$ cat src/rtl/uart_byte_rx.sv
// 8N1 UART receiver with 16x oversampling, 3-sample majority vote and
// run-time baud select latched at the start of each frame.
module uart_byte_rx #(
  parameter int SYNC_STAGES = 2
) (
  input  logic       clk,
  input  logic       rst,
  input  logic [2:0] set_baud,
  input  logic       rx,
  output logic [7:0] data_byte,
  output logic       rx_done,
  output logic       frame_err,
  output logic       uart_state
);

  typedef enum logic [1:0] {IDLE, START, DATA, STOP} state_t;

  // Last tick-counter value (N-1) for 16 ticks per bit at 50 MHz.
  function automatic logic [8:0] baud_last(input logic [2:0] sel);
    case (sel)
      3'd1:    baud_last = 9'd162;
      3'd2:    baud_last = 9'd80;
      3'd3:    baud_last = 9'd53;
      3'd4:    baud_last = 9'd26;
      default: baud_last = 9'd325;
    endcase
  endfunction

  state_t                 state;
  logic [SYNC_STAGES-1:0] sync_q;
  logic                   rxs_prev;
  logic [2:0]             baud_q;
  logic [8:0]             tick_cnt;
  logic [3:0]             sample_idx;
  logic [3:0]             bit_cnt;
  logic                   samp6;
  logic                   samp7;
  logic [7:0]             shreg;

  logic rxs;
  logic tick;
  logic bit_val;
  logic start_edge;

  assign rxs        = sync_q[SYNC_STAGES-1];
  assign tick       = (state != IDLE) && (tick_cnt == baud_last(baud_q));
  assign bit_val    = (samp6 & samp7) | (samp6 & rxs) | (samp7 & rxs);
  assign start_edge = rxs_prev & ~rxs;

  always_ff @(posedge clk) begin
    if (rst) begin
      // NOTE: the synchronizer and edge history reset to the idle-line level,
      // so a line that is already low after reset is not taken as a start edge.
      sync_q     <= '1;
      rxs_prev   <= 1'b1;
      state      <= IDLE;
      baud_q     <= 3'd0;
      tick_cnt   <= 9'd0;
      sample_idx <= 4'd0;
      bit_cnt    <= 4'd0;
      samp6      <= 1'b1;
      samp7      <= 1'b1;
      shreg      <= 8'h00;
      data_byte  <= 8'h00;
      rx_done    <= 1'b0;
      frame_err  <= 1'b0;
      uart_state <= 1'b0;
    end else begin
      sync_q   <= {sync_q[SYNC_STAGES-2:0], rx};
      rxs_prev <= rxs;
      rx_done   <= 1'b0;
      frame_err <= 1'b0;

      if (state == IDLE || tick) tick_cnt <= 9'd0;
      else                       tick_cnt <= tick_cnt + 9'd1;

      if (tick) begin
        sample_idx <= sample_idx + 4'd1;
        if (sample_idx == 4'd6) samp6 <= rxs;
        if (sample_idx == 4'd7) samp7 <= rxs;
      end

      case (state)
        IDLE: begin
          if (start_edge) begin
            state      <= START;
            baud_q     <= set_baud;
            sample_idx <= 4'd0;
            uart_state <= 1'b1;
          end
        end
        START: begin
          if (tick && sample_idx == 4'd8 && bit_val) begin
            state      <= IDLE;
            uart_state <= 1'b0;
          end else if (tick && sample_idx == 4'd15) begin
            state   <= DATA;
            bit_cnt <= 4'd0;
          end
        end
        DATA: begin
          if (tick && sample_idx == 4'd8) begin
            shreg   <= {bit_val, shreg[7:1]};
            bit_cnt <= bit_cnt + 4'd1;
          end else if (tick && sample_idx == 4'd15 && bit_cnt == 4'd8) begin
            state <= STOP;
          end
        end
        STOP: begin
          // Leave at mid-stop-bit so a back-to-back start edge is not missed.
          if (tick && sample_idx == 4'd8) begin
            if (bit_val) begin
              data_byte <= shreg;
              rx_done   <= 1'b1;
            end else begin
              frame_err <= 1'b1;
            end
            state      <= IDLE;
            uart_state <= 1'b0;
          end
        end
        default: state <= IDLE;
      endcase
    end
  end

endmodule

$ cat config.mk
export PLATFORM = sky130hd
export DESIGN_NAME = uart_byte_rx
export DESIGN_NICKNAME = d
export VERILOG_FILES = /design/src/rtl/uart_byte_rx.sv
export SDC_FILE = /design/constraint.sdc
export NUM_CORES = 1
export LEC_CHECK = 0
export BUFFER_PORTS_ARGS = -buffer_cell sky130_fd_sc_hd__buf_2
export CAP_MARGIN = 10
export CELL_PAD_IN_SITES_DETAIL_PLACEMENT = 1
export CELL_PAD_IN_SITES_GLOBAL_PLACEMENT = 1
export CORE_MARGIN = 8
export CORE_UTILIZATION = 45
export DETAILED_ROUTE_END_ITERATION = 6
export PLACE_DENSITY = 0.81
export SYNTH_ARGS = -nofsm -noshare
export SYNTH_HDL_FRONTEND = slang
export SYNTH_SLANG_ARGS = --single-unit
export TNS_END_PERCENT = 10
$ cat constraint.sdc
create_clock -name clk -period 2.8 [get_ports clk]
set_input_delay 0.56 -clock clk [delete_from_list [all_inputs] [get_ports clk]]
set_output_delay 0.56 -clock clk [all_outputs]
set_load 0.02 [all_outputs]
# After elaboration in Yosys (flattened, before gate mapping)

Index checks and enable logic that the tools add are counted.
W data, S select, Z words.

Flip-flop bits (word level): 46
Bits of input ports: 6
Output and inout port bits: 11
Word-level logic and storage cells: 89

Add/subtract/negate cells: 3
Equal/unequal tests: 22
Multiplexer cells: 21
Bitwise logic cells: 9
Reduce and logical (&&, ||, !) cells: 20

Operator list:

| cell                  | number |
|---|---|
| $pmux W9 S4           | 1 |
| $mux W4               | 6 |
| $ne A2 B2 Y1 const B  | 8 |
| $eq A4 B4 Y1 const B  | 3 |
| $mux W2               | 6 |
| $add A9 B1 Y9 const B | 1 |
| $eq A9 B9 Y1          | 1 |
| $add A4 B1 Y4 const B | 2 |
| $eq A4 B3 Y1 const B  | 2 |
| $pmux W2 S4           | 1 |
| $pmux W4 S2           | 1 |
| $reduce_and A2 Y1     | 4 |
| $reduce_and A4 Y1     | 2 |
| $eq A3 B2 Y1 const B  | 2 |
| $logic_and A1 B1 Y1   | 5 |
| $mux W1               | 5 |
| $reduce_and A5 Y1     | 1 |
| $and A1 B1 Y1         | 4 |
| $eq A2 B2 Y1 const B  | 2 |
| $reduce_bool A2 Y1    | 2 |
| $eq A3 B1 Y1 const B  | 1 |
| $eq A3 B3 Y1 const B  | 1 |
| $ne A3 B3 Y1 const B  | 1 |
| $not A1 Y1            | 3 |
| 9 further kinds       | 10 |

# Depth between registers and ports, before layout

Depth in word-level cells: 9
Mapped depth: 9
Gate-level depth less buffers: 8

# Least setup slack after synthesis

No wires, ideal clock.

Path kind: reg-to-reg
From: reg baud_q[0]
To: reg sample_idx[3]
Setup time: 0.125 ns
Arrival time: 1.824 ns
Data required time: 2.675 ns
Slack: 0.851 ns
Cell stages (with the launch flop): 9
Path buffers: 2
Clock period less this slack: 1.949 ns
Cells stage by stage: dfxtp_1 -> or3_1 -> a31o_1 -> a21oi_2 -> o211ai_2 -> buf_6 -> buf_2 -> o31ai_1 -> a21oi_1

Cells in the longest elaborated chain, start to end: 7
Elaborated cells on any way between the ends: 10
Those cells by class: eq/ne: 5; mux: 4; reduce/logical: 1

Ends and longest elaborated chain:

| item                                 | line | RTL |
|---|---|---|
| start: declaration                   | 32   | `logic [2:0] baud_q;` |
| start signal: assignment             | 87   | `baud_q <= set_baud;` |
| $eq A3 B3 Y1 (tied with other cells) | 20   | `case (sel)` |
| $pmux W9 S4 *                        | 20   |  |
| $eq A9 B9 Y1 *                       | 46   | `assign tick = (state != IDLE) && (tick_cnt == baud_last(baud_q));` |
| $logic_and A1 B1 Y1 *                | 46   |  |
| $mux W4 *                            | 77   | `if (tick) begin` |
| $mux W4                              | 85   | `if (start_edge) begin` |
| $mux W4 *                            | 83   | `case (state)` |
| end signal: assignment               | 78   | `sample_idx <= sample_idx + 4'd1;` |
| end: declaration                     | 34   | `logic [3:0] sample_idx;` |

Mark *: on every way between the ends. The rest lies on a longest branch, timed or not.
A chain may end at the register's enable or synchronous reset.

# Final worst setup path

From: reg baud_q[1]
To: reg sample_idx[3]

The elaborated chain is that of the path after synthesis.

==> flow_metrics.py <==
metrics = {
    "clocking": {
        "ctsHoldBuffers": 0,
        "cts_tree": "yes",
        "clockBufferDepth": 2,
        "cts_buffers": 5,
        "cts_root_buf": "clkbuf_8",
        "insertion_delay_ns": 0.31,
        "ctsHtreeMaxLevel": 2,
        "post_cts_buffers": 0,
        "cts_num_sinks": 46,
        "path_clk_slew_ns": 0.10,
    },
    "die": {
        "initial_utilization_pct": 46.11,
        "core.rowCount": 25,
        "dieWidth_microns": 85.34,
        "io_pins": 17,
        "core-area_sq_mm": 0.004692,
        "die_h_microns": 85.34,
        "dieArea_sq_mm": 0.007282,
    },
    "sta": {
        "finalClockSkew_ns": 0.007465,
        "fmax_mhz": 396.9,
        "finalHoldViolCount": 0,
        "grt_setup_unrepaired": "false",
        "tightest_slew_ns": 0.8593,
        "maxSlewViolCount": 0,
        "fin_crit_sh_pct": 89.98,
        "relSlewSlack_pct": 42.54,
        "min_period_ns": 2.519,
        "setup_viol": 0,
        "setup_tns_ns": 0,
    },
    "yosys": {
        "yosysTopAreaCell": "dfxtp_1",
        "synth_top_family_by_area": "simple AND/OR/NAND/NOR gates",
        "synthTopCellsByCount": "46 x dfxtp_1, 43 x nor2_1, 20 x mux2i_1",
        "ys_top_cells_by_area": "dfxtp_1 43%, mux2i_1 9.3%, nor2_1 7.5%",
        "synth_cells": 239,
        "synth_warnings": 0,
        "synth_fp_nets": 251,
        "yosysSeqAreaShare_pct": 42.57,
        "syn_avg_cell_area_sq_um": 9.052,
        "synthXorXnorAreaFrac_pct": 4.453,
        "synthAdderAreaFrac_pct": 3.470,
        "synthFlopType": "dfxtp_1",
        "yosysMostFrequentCell": "dfxtp_1",
        "synth.area.mux_share_pct": 9.254,
        "synthDistinctLibCells": 48,
        "synth_area_sq_mm": 0.002163,
        "synthArstFlopShare_pct": 0,
        "synth-seq-cells": 46,
        "yosys.area_share.simple_pct": 22.09,
        "synth_top_area_share_pct": 42.57,
        "synth_compound_area_share_pct": 13.77,
        "synth_edf_count": 0,
    },
    "routing": {
        "drc": 0,
        "vias_per_cell": 5.526,
        "drtIter0Drc": 64,
        "ant_nets": 0,
        "wl_microns": 4649,
        "firstDrtPassIters": 4,
        "wl_per_cell_microns": 15.09,
        "dr_total_vias": 1702,
    },
    "final_layout": {
        "fin_area_sq_mm": 0.002360,
        "antenna_cells": 0,
        "areaGrowthSynthToFinish_pct": 9.080,
        "nets": 265,
        "drive_gt1_share_pct": 14.57,
        "num-fill-cells": 558,
    },
    "critical_path": {
        "end_kind": "flop",
        "cp.depth": 6,
        "crit_required_ns": 3.04,
        "crit_arrival_ns": 2.76,
        "crit_type": "flop to flop",
        "timing.critical_path.buf_inv": 1,
        "crit_family": "simple AND/OR/NAND/NOR gates",
        "start_kind": "flop",
        "critPathMaxFanout": 22,
        "rr_worst_depth": 6,
        "worstPathCellList": "inv_1 -> o21ai_0 -> nor4b_2 -> o211ai_2 -> or4_1 -> a21oi_1",
        "critPathSlowestCell": "dfxtp_1",
        "worst_path_largest_cell_delay_ns": 0.60,
    },
    "pwr": {
        "p_int_uw": 853.6,
        "clkPwrFrac_pct": 37.2,
        "p_leak_uw": 0.001029,
        "power.share.sequential_pct": 58.5,
        "combPwrFrac_pct": 4.3,
        "power_density_mw_per_mm2": 482.9,
        "ir_drop_mv": 0.3472,
        "p_sw_share_pct": 25.09,
        "p_switching_uw": 286.0,
    },
    "placed_design": {
        "gp_congestion": 0.8280,
        "portBuffers": 16,
        "dp_hpwl_microns": 3322,
        "post_dp_cell_area_sq_mm": 0.002268,
    },
    "global_route": {
        "gr-usage-all-layers_pct": 14.39,
        "grt_first_pass_wirelength_microns": 8424,
        "grt_max_degree": 30,
        "grt_pass1_vias": 1776,
        "grt_remaining_overflow": 0,
        "antenna_found_initial": 0,
    },
    "worst_hold_path": {
        "hold_depth": 1,
        "min_path_type": "flop to flop",
    },
    "run_status": {
        "status": "complete, no violations",
    },
    "run": {
        "cap_violations": 0,
    },
}
layout make-up:
| class | count | area (sq um) | area share, % |
|---|---|---|---|
| timing repair buffer | 17 | 87.58 | 3.712 |
| clock inverter | 3 | 21.27 | 0.9014 |
| clock buffer | 5 | 68.82 | 2.916 |
| inverter | 12 | 45.04 | 1.909 |
| multi-input combinational | 171 | 1147 | 48.62 |
| sequential | 46 | 922.1 | 39.08 |
| tap | 54 | 67.56 | 2.863 |
power by group through the flow:
stage / Clock, uW / Sequential [uW] / Combinational, uW
floorplan: 0 / 679 / 40.8
global placement: 0 / 682 / 48.3
detailed placement: 0 / 682 / 49.6
CTS: 435 / 667 / 49.8
global route: 460 / 668 / 55.3
finish: 424 / 667 / 49.0
cell families after synthesis:
logic type                 Yosys count
buffers and inverters               22
AOI/OAI and AO/OA                   40
and+or+nand+nor                     94
adders and majority gates            6
DFF                                 46
xor gates and xnor gates            11
muxes                               20
cell usage in the layout (no fill, tap or decap), types with 2 or more instances in the layout:
| cell type | n |
|---|---|
| nor2_1 | 43 |
| nand4_1 | 3 |
| nor4_2 | 2 |
| nand2_1 | 9 |
| mux2i_1 | 20 |
| xor2_1 | 8 |
| or4_1 | 2 |
| o31ai_1 | 3 |
| clkbuf_8 | 5 |
| o21a_1 | 2 |
| or2_2 | 4 |
| a21oi_1 | 8 |
| nand2b_1 | 3 |
| nand3_1 | 6 |
| xnor2_1 | 3 |
| o21ai_0 | 9 |
| inv_1 | 12 |
| buf_2 | 16 |
| dfxtp_1 | 45 |
| ha_1 | 6 |
| a21o_1 | 2 |
| and3_1 | 3 |
| nor3_1 | 4 |
| or3_1 | 8 |
worst register-to-register path, delay by kind of cell (launching register included):
family | cells | cell delay [ns]
buf+inv | 1 | 0.15
simple gates | 2 | 0.98
compound gates | 3 | 0.74
flops | 1 | 0.60
sequential cells by signal, summed over array words and instances (netlist names), named ones only:
| signal | cells |
|---|---|
| state | 1 |
| sample_idx | 4 |
| shreg | 8 |
| rxs_prev | 1 |
| frame_err | 1 |
| samp6 | 1 |
| samp7 | 1 |
| rx_done | 1 |
| tick_cnt | 9 |
| bit_cnt | 4 |
| uart_state | 1 |
| baud_q | 3 |
| sync_q | 2 |
| data_byte | 8 |
final timing paths:
| kind | slack (ns) | start | endpoint |
|---|---|---|---|
| max | 0.28 | baud_q[1] | sample_idx[3] |
| min | 0.44 | sync_q[0] | sync_q[1] |
| max reg2reg | 0.28 | baud_q[1] | sample_idx[3] |
| min reg2reg | 0.44 | sync_q[0] | sync_q[1] |
per-layer routing:
layer	vias up	wire length, microns	GRT usage (%)	part of all wire, %
met4	0	67	4.299	1.4
met5	-	0	0	0
li1	855	-	-	-
met3	8	148	4.537	3.2
met1	821	2228	17.18	48
met2	18	2205	24.01	47
metrics by stage:
step,util (%),power (uW),std cells,hold slack (ns),worst slack (ns)
floorplan,-,719.5,239,0.3895,0.8510
global placement,48.35,730.0,300,0.3923,0.3241
detailed placement,48.35,731.6,300,0.4170,0.1805
CTS,50.27,1151,308,0.4337,0.1756
global route,50.29,1184,308,0.4247,0.03809
finish,50.29,1140,308,0.4350,0.2806
repair_timing:
item                                    4_1_cts  5_1_grt
hold endpoints to repair                      0        0
endpoints found under the setup margin        0        8
gates resized for setup                       0        1
Note: power is estimated with default switching activity, not from simulation.
